===== config.mk =====
export PLATFORM = sky130hd
export DESIGN_NAME = lsu
export DESIGN_NICKNAME = d
export VERILOG_FILES = /design/src/rtl/lsu.sv
export SDC_FILE = /design/constraint.sdc
export NUM_CORES = 1
export LEC_CHECK = 0
export ABC_AREA = 1
export BUFFER_PORTS_ARGS = -buffer_cell sky130_fd_sc_hd__clkbuf_2
export CAP_MARGIN = 40
export CORE_UTILIZATION = 35
export CTS_CLUSTER_SIZE = 24
export DETAILED_ROUTE_END_ITERATION = 10
export GPL_TIMING_DRIVEN = 1
export HOLD_SLACK_MARGIN = 0.08
export RECOVER_POWER = 25
export SETUP_SLACK_MARGIN = 0.15
export SLEW_MARGIN = 5
export SYNTH_ARGS = -nofsm -noshare
export SYNTH_HDL_FRONTEND = slang
export SYNTH_SLANG_ARGS = --single-unit

===== constraint.sdc =====
create_clock -name clk -period 2.1 [get_ports clk]
set_clock_uncertainty 0.15 [all_clocks]
set_input_delay 0.105 -clock clk [delete_from_list [all_inputs] [get_ports clk]]
set_output_delay 0.105 -clock clk [all_outputs]
set_load 0.01 [all_outputs]

===== src/rtl/lsu.sv =====
// Load/store unit: accepts one memory op at a time from execute, drives a
// request/grant bus with registered outputs, aligns and extends load data for
// register write-back, and flags misaligned or timed-out accesses.
module lsu #(
  parameter int unsigned MAX_WAIT = 255
) (
  input  logic        clk,
  input  logic        rst,
  input  logic        req_valid_i,
  output logic        req_ready_o,
  input  logic        req_we_i,
  input  logic [1:0]  req_size_i,
  input  logic        req_unsigned_i,
  input  logic [31:0] req_addr_i,
  input  logic [31:0] req_wdata_i,
  input  logic [4:0]  req_rd_addr_i,
  output logic        mem_req_o,
  output logic        mem_we_o,
  output logic [3:0]  mem_be_o,
  output logic [31:0] mem_addr_o,
  output logic [31:0] mem_wdata_o,
  input  logic        mem_gnt_i,
  input  logic        mem_rvalid_i,
  input  logic [31:0] mem_rdata_i,
  output logic        rd_wen_o,
  output logic [4:0]  rd_addr_o,
  output logic [31:0] rd_data_o,
  output logic        stall_o,
  output logic        err_o,
  output logic [31:0] err_addr_o
);

  typedef enum logic [1:0] {IDLE, REQ, WAIT} state_t;

  // Last counter value before the op is abandoned (counter starts at 0).
  localparam logic [15:0] CNT_LAST = 16'(MAX_WAIT - 1);

  state_t      state;
  state_t      state_nx;
  logic [15:0] cnt;
  logic        accept;
  logic        illegal;
  logic        timeout;
  logic        op_done;

  logic [1:0]  op_size;
  logic        op_unsigned;
  logic        op_we;
  logic [31:0] op_addr;
  logic [4:0]  op_rd_addr;

  // Size 11, or a half/word whose address is not naturally aligned.
  function automatic logic is_illegal(input logic [1:0] size, input logic [1:0] a);
    case (size)
      2'b00:   return 1'b0;
      2'b01:   return a[0];
      2'b10:   return (a != 2'b00);
      default: return 1'b1;
    endcase
  endfunction

  function automatic logic [3:0] byte_en(input logic [1:0] size, input logic [1:0] a);
    case (size)
      2'b00:   return 4'b0001 << a;
      2'b01:   return a[1] ? 4'b1100 : 4'b0011;
      default: return 4'b1111;
    endcase
  endfunction

  function automatic logic [31:0] lane_rep(input logic [1:0] size, input logic [31:0] d);
    case (size)
      2'b00:   return {4{d[7:0]}};
      2'b01:   return {2{d[15:0]}};
      default: return d;
    endcase
  endfunction

  // Shift the addressed lane down, truncate to the op size and extend.
  function automatic logic [31:0] load_ext(input logic [1:0] size, input logic uns,
                                           input logic [1:0] a, input logic [31:0] d);
    logic signed [31:0] sh;
    sh = $signed(d >> {a, 3'b000});
    case (size)
      2'b00:   return uns ? {24'b0, sh[7:0]}  : {{24{sh[7]}}, sh[7:0]};
      2'b01:   return uns ? {16'b0, sh[15:0]} : {{16{sh[15]}}, sh[15:0]};
      default: return sh;
    endcase
  endfunction

  assign req_ready_o = (state == IDLE);
  assign stall_o     = (state != IDLE);
  assign accept      = req_valid_i & req_ready_o;
  assign illegal     = is_illegal(req_size_i, req_addr_i[1:0]);
  // A grant in REQ or read data in WAIT completes the phase and wins over timeout.
  assign op_done     = ((state == REQ) & mem_gnt_i) | ((state == WAIT) & mem_rvalid_i);
  assign timeout     = (state != IDLE) & (cnt == CNT_LAST) & ~op_done;

  // Next-state logic
  always_comb begin
    state_nx = state;
    case (state)
      IDLE: if (accept && !illegal) state_nx = REQ;
      REQ: begin
        if (mem_gnt_i)    state_nx = op_we ? IDLE : WAIT;
        else if (timeout) state_nx = IDLE;
      end
      WAIT: if (mem_rvalid_i || timeout) state_nx = IDLE;
      default: state_nx = IDLE;
    endcase
  end

  // State register
  always_ff @(posedge clk) begin
    if (rst) state <= IDLE;
    else     state <= state_nx;
  end

  // Wait counter: counts while a phase lingers, clears on every state change
  always_ff @(posedge clk) begin
    if (rst)                                    cnt <= '0;
    else if (state_nx == state && state != IDLE) cnt <= cnt + 16'd1;
    else                                        cnt <= '0;
  end

  // Capture the op and the bus image at accept; bus outputs hold until grant
  always_ff @(posedge clk) begin
    if (rst) begin
      mem_req_o   <= 1'b0;
      mem_we_o    <= 1'b0;
      mem_be_o    <= '0;
      mem_addr_o  <= '0;
      mem_wdata_o <= '0;
    end else begin
      mem_req_o <= (state_nx == REQ);
      if (accept && !illegal) begin
        mem_we_o    <= req_we_i;
        mem_be_o    <= byte_en(req_size_i, req_addr_i[1:0]);
        mem_addr_o  <= {req_addr_i[31:2], 2'b00};
        mem_wdata_o <= lane_rep(req_size_i, req_wdata_i);
      end
    end
  end

  // Op fields needed after the bus phase (data only, no reset needed)
  always_ff @(posedge clk) begin
    if (accept) begin
      op_we       <= req_we_i;
      op_size     <= req_size_i;
      op_unsigned <= req_unsigned_i;
      op_addr     <= req_addr_i;
      op_rd_addr  <= req_rd_addr_i;
    end
  end

  // Write-back and error pulses; each lasts a single cycle
  always_ff @(posedge clk) begin
    if (rst) begin
      rd_wen_o   <= 1'b0;
      rd_addr_o  <= '0;
      rd_data_o  <= '0;
      err_o      <= 1'b0;
      err_addr_o <= '0;
    end else begin
      rd_wen_o <= 1'b0;
      err_o    <= 1'b0;
      if (accept && illegal) begin
        err_o      <= 1'b1;
        err_addr_o <= req_addr_i;
      end
      if (timeout) begin
        err_o      <= 1'b1;
        err_addr_o <= op_addr;
      end
      if (state == WAIT && mem_rvalid_i) begin
        rd_wen_o  <= (op_rd_addr != 5'd0);
        rd_addr_o <= op_rd_addr;
        rd_data_o <= load_ext(op_size, op_unsigned, op_addr[1:0], mem_rdata_i);
      end
    end
  end

endmodule


==> results.tsv <==
metric	value	unit
GRT Total Usage	20.5	%
GRT met2 Usage	34.9	%
DRC viols	0	
Mapped Cells	1109	
initial core utilization	35.7	%
Peak Freq	0.542	GHz
clock tree buffer depth	2	
status	finished, final reports clean	
total wire length	26600	um
CTS sink count	198	
M1 GR Usage	26.4	%
Die Area	0.0255	mm^2
I/O pin count	253	
final net count	1562	
grt ovf	0	
FP Rows	57	
Comb power frac	15.3	%
via/cell ratio	4.80	
Final Cell Area	0.0121	mm^2
worst hold slack	242	ps
arrival time at the worst endpoint	2030	ps
layout cell share with drive strength beyond 1	17.8	%
min-delay worst type	input pin to flop	
Mapped Area	0.00871	mm^2
Clock transition at path regs	80	ps
Final min period	1850	ps
# setup viols final	0	
Avg Cell Area, Syn	7.85	um^2
drt pass-1 iters	5	
Die Y-Extent	160	um
global-route wire length before repair	42500	um
ANT nets after route	0	
Switch Pwr	0.00257	W
Fin. Hold Viols	0	
core area	0.0244	mm^2
largest net degree at the start of global routing	66	
switching share of total power	28.9	%
via count	8584	
register bit count reported by yosys	198	
worst slew pin tran	717	ps
Routability Congestion	0.872	
Required @ worst endpoint	2280	ps
Inserted Clock Buffers	17	
kind of critical path	input pin to flop	
Rel. slew slack	52.1	%
CP Capture Type	flop	
GR peak layer	met2	
post-synthesis sequential area ratio	50.2	%
Max VDD drop	0.458	mV
Area Growth Syn to Fin	39.5	%
CTS tree	built	
clock network power share	37.2	%
power per cell area	732	mW/mm^2
GRT met3 Usage	3.30	%
Pleak	5.45	nW
Die Wd	160	um
Clk Latency, worst-skew pair	430	ps
CP max FO	12	
vias in the first global route	8276	
Max-Cap Viols	0	
antenna cells	0	
Initial DRC Count	739	
routed len/inst	14.9	um
Detailed Place HPWL	16700	um
RSZ-0062 raised after global routing	true	
yosys warns	0	
Max Slew Vio Count	0	
cell area after placement	0.0103	mm^2
Buffers on Ports	250	
period utilization	87.9	%
Total Power	0.00889	W
internal power	0.00632	W
CP Launch Type	input pin	
Synth cell types	38	
Seq pwr share	47.5	%
antenna violations before repair	0	
Root Buffer	clkbuf_16	
H-tree Lvls	4	
## cells in the mapped netlist, drive strengths merged
library cell | number | area share, %
inv | 89 | 3.9
clkbuf | 28 | 1.2
nand2 | 196 | 8.5
clkinv | 6 | 0.26
o211ai | 8 | 0.75
mux2i | 8 | 0.92
nand4 | 3 | 0.29
edfxtp | 41 | 14
nand3 | 69 | 4.0
or2 | 1 | 0.072
a21o | 7 | 0.60
o21a | 17 | 1.5
a31oi | 15 | 1.1
buf | 51 | 3.5
xor2 | 8 | 0.80
o21ai | 115 | 6.7
ha | 2 | 0.29
dfxtp | 157 | 36
a21oi | 73 | 4.2
xnor2 | 3 | 0.30
nor2 | 166 | 7.4
nor3 | 7 | 0.40
nand3b | 30 | 2.6
conb | 1 | 0.043
o31ai | 7 | 0.60
a211oi | 1 | 0.086
## timing repair
item / CTS / global route
hold buffers: 126 / 0
gates resized for setup: 0 / 10
buffers inserted: 0 / 1
hold endpoints to repair: 187 / 0
setup endpoints to repair: 0 / 61
## power groups by stage
stage          clock [W]  combinational, W  sequential, W
2_1_floorplan          0          0.000615        0.00437
3_3_place_gp           0           0.00116        0.00430
3_5_place_dp           0           0.00117        0.00431
4_1_cts          0.00341           0.00137        0.00422
5_1_grt          0.00354           0.00150        0.00425
6_report         0.00331           0.00136        0.00422
## layout by cell type, fill, tap and decap left out, types with 19 or more instances in the layout
cell type / instances
dlygate4sd3_1: 126
inv_1: 78
clkbuf_2: 161
nor2_1: 160
nand3_1: 68
o21ai_1: 27
edfxtp_1: 41
nand3b_1: 30
dfxtp_1: 156
nand2_1: 194
a21oi_1: 54
clkbuf_1: 88
o21ai_0: 87
a21oi_2: 19
## through the flow
| stage | utilization (%) | setup WS [ps] | setup TNS [ps] | cells |
|---|---|---|---|---|
| global placement | 42.3 | 244 | 0 | 1627 |
| floorplan | - | -85.7 | -5590 | 1110 |
| finish | 49.8 | 254 | 0 | 1787 |
| CTS | 50.0 | 161 | 0 | 1785 |
| detailed placement | 42.3 | 198 | 0 | 1627 |
| global route | 49.8 | 144 | 0 | 1787 |
## critical path, stage by stage
cell	delay, ps
dlygate4sd3_1	520
buf_4	210
nor2_4	50
buf_4	160
nand2_1	70
nand2_1	70
a21oi_1	150
dlygate4sd3_1	610
a21oi_2	60
## cell families (layout without fill, tap and decap cells)
group / count (synthesis) / in the layout / synth area share [%]
and+or+nand+nor: 472 / 472 / 23.2
AOI/OAI and AO/OA: 243 / 243 / 15.4
DFF: 198 / 198 / 50.2
buffers and inverters: 174 / 527 / 8.81
xor gates and xnor gates: 11 / 11 / 1.11
muxes: 8 / 8 / 0.920
adders and majority gates: 2 / 2 / 0.287
other: 1 / 2 / 0.0431
## routing by layer
metal	wire, um	part of all wire [%]	up-vias
li1	-	-	4318
met1	12100	45	3948
met2	12700	48	283
met3	1350	5.1	35
met4	464	1.7	0
met5	0	0	-
## worst paths after layout
path | cells past startpoint | endpoint | startpoint | slack [ps]
worst max-delay path | 9 | mem_wdata_o[24] | req_size_i[0] | 250
worst max register to register | 8 | rd_data_o[29] | op_addr[0] | 310
worst min register to register | 1 | cnt[0] | cnt[0] | 290
worst min-delay path | 2 | op_rd_addr[2] | req_rd_addr_i[2] | 240
## state kept, by name, indices dropped and copies added, names as in the netlist
register and count:
rd_data_o 32, op_addr 32, op_unsigned 1, op_we 1
mem_req_o 1, mem_wdata_o 32, op_rd_addr 5, mem_be_o 4
cnt 16, mem_we_o 1, err_addr_o 32, err_o 1
mem_addr_o 30, state 2, op_size 2, rd_wen_o 1
rd_addr_o 5
## area by class of cell
class / instances / area [um^2]
fillers: 2386 / 12200
flip-flops and latches: 198 / 4380
multi-input cells: 738 / 3680
repair buffers: 400 / 2720
clock buffers: 17 / 425
well taps: 324 / 405
inverters: 95 / 362
clock inverters: 15 / 179
Power figures use the tool's default switching activity.
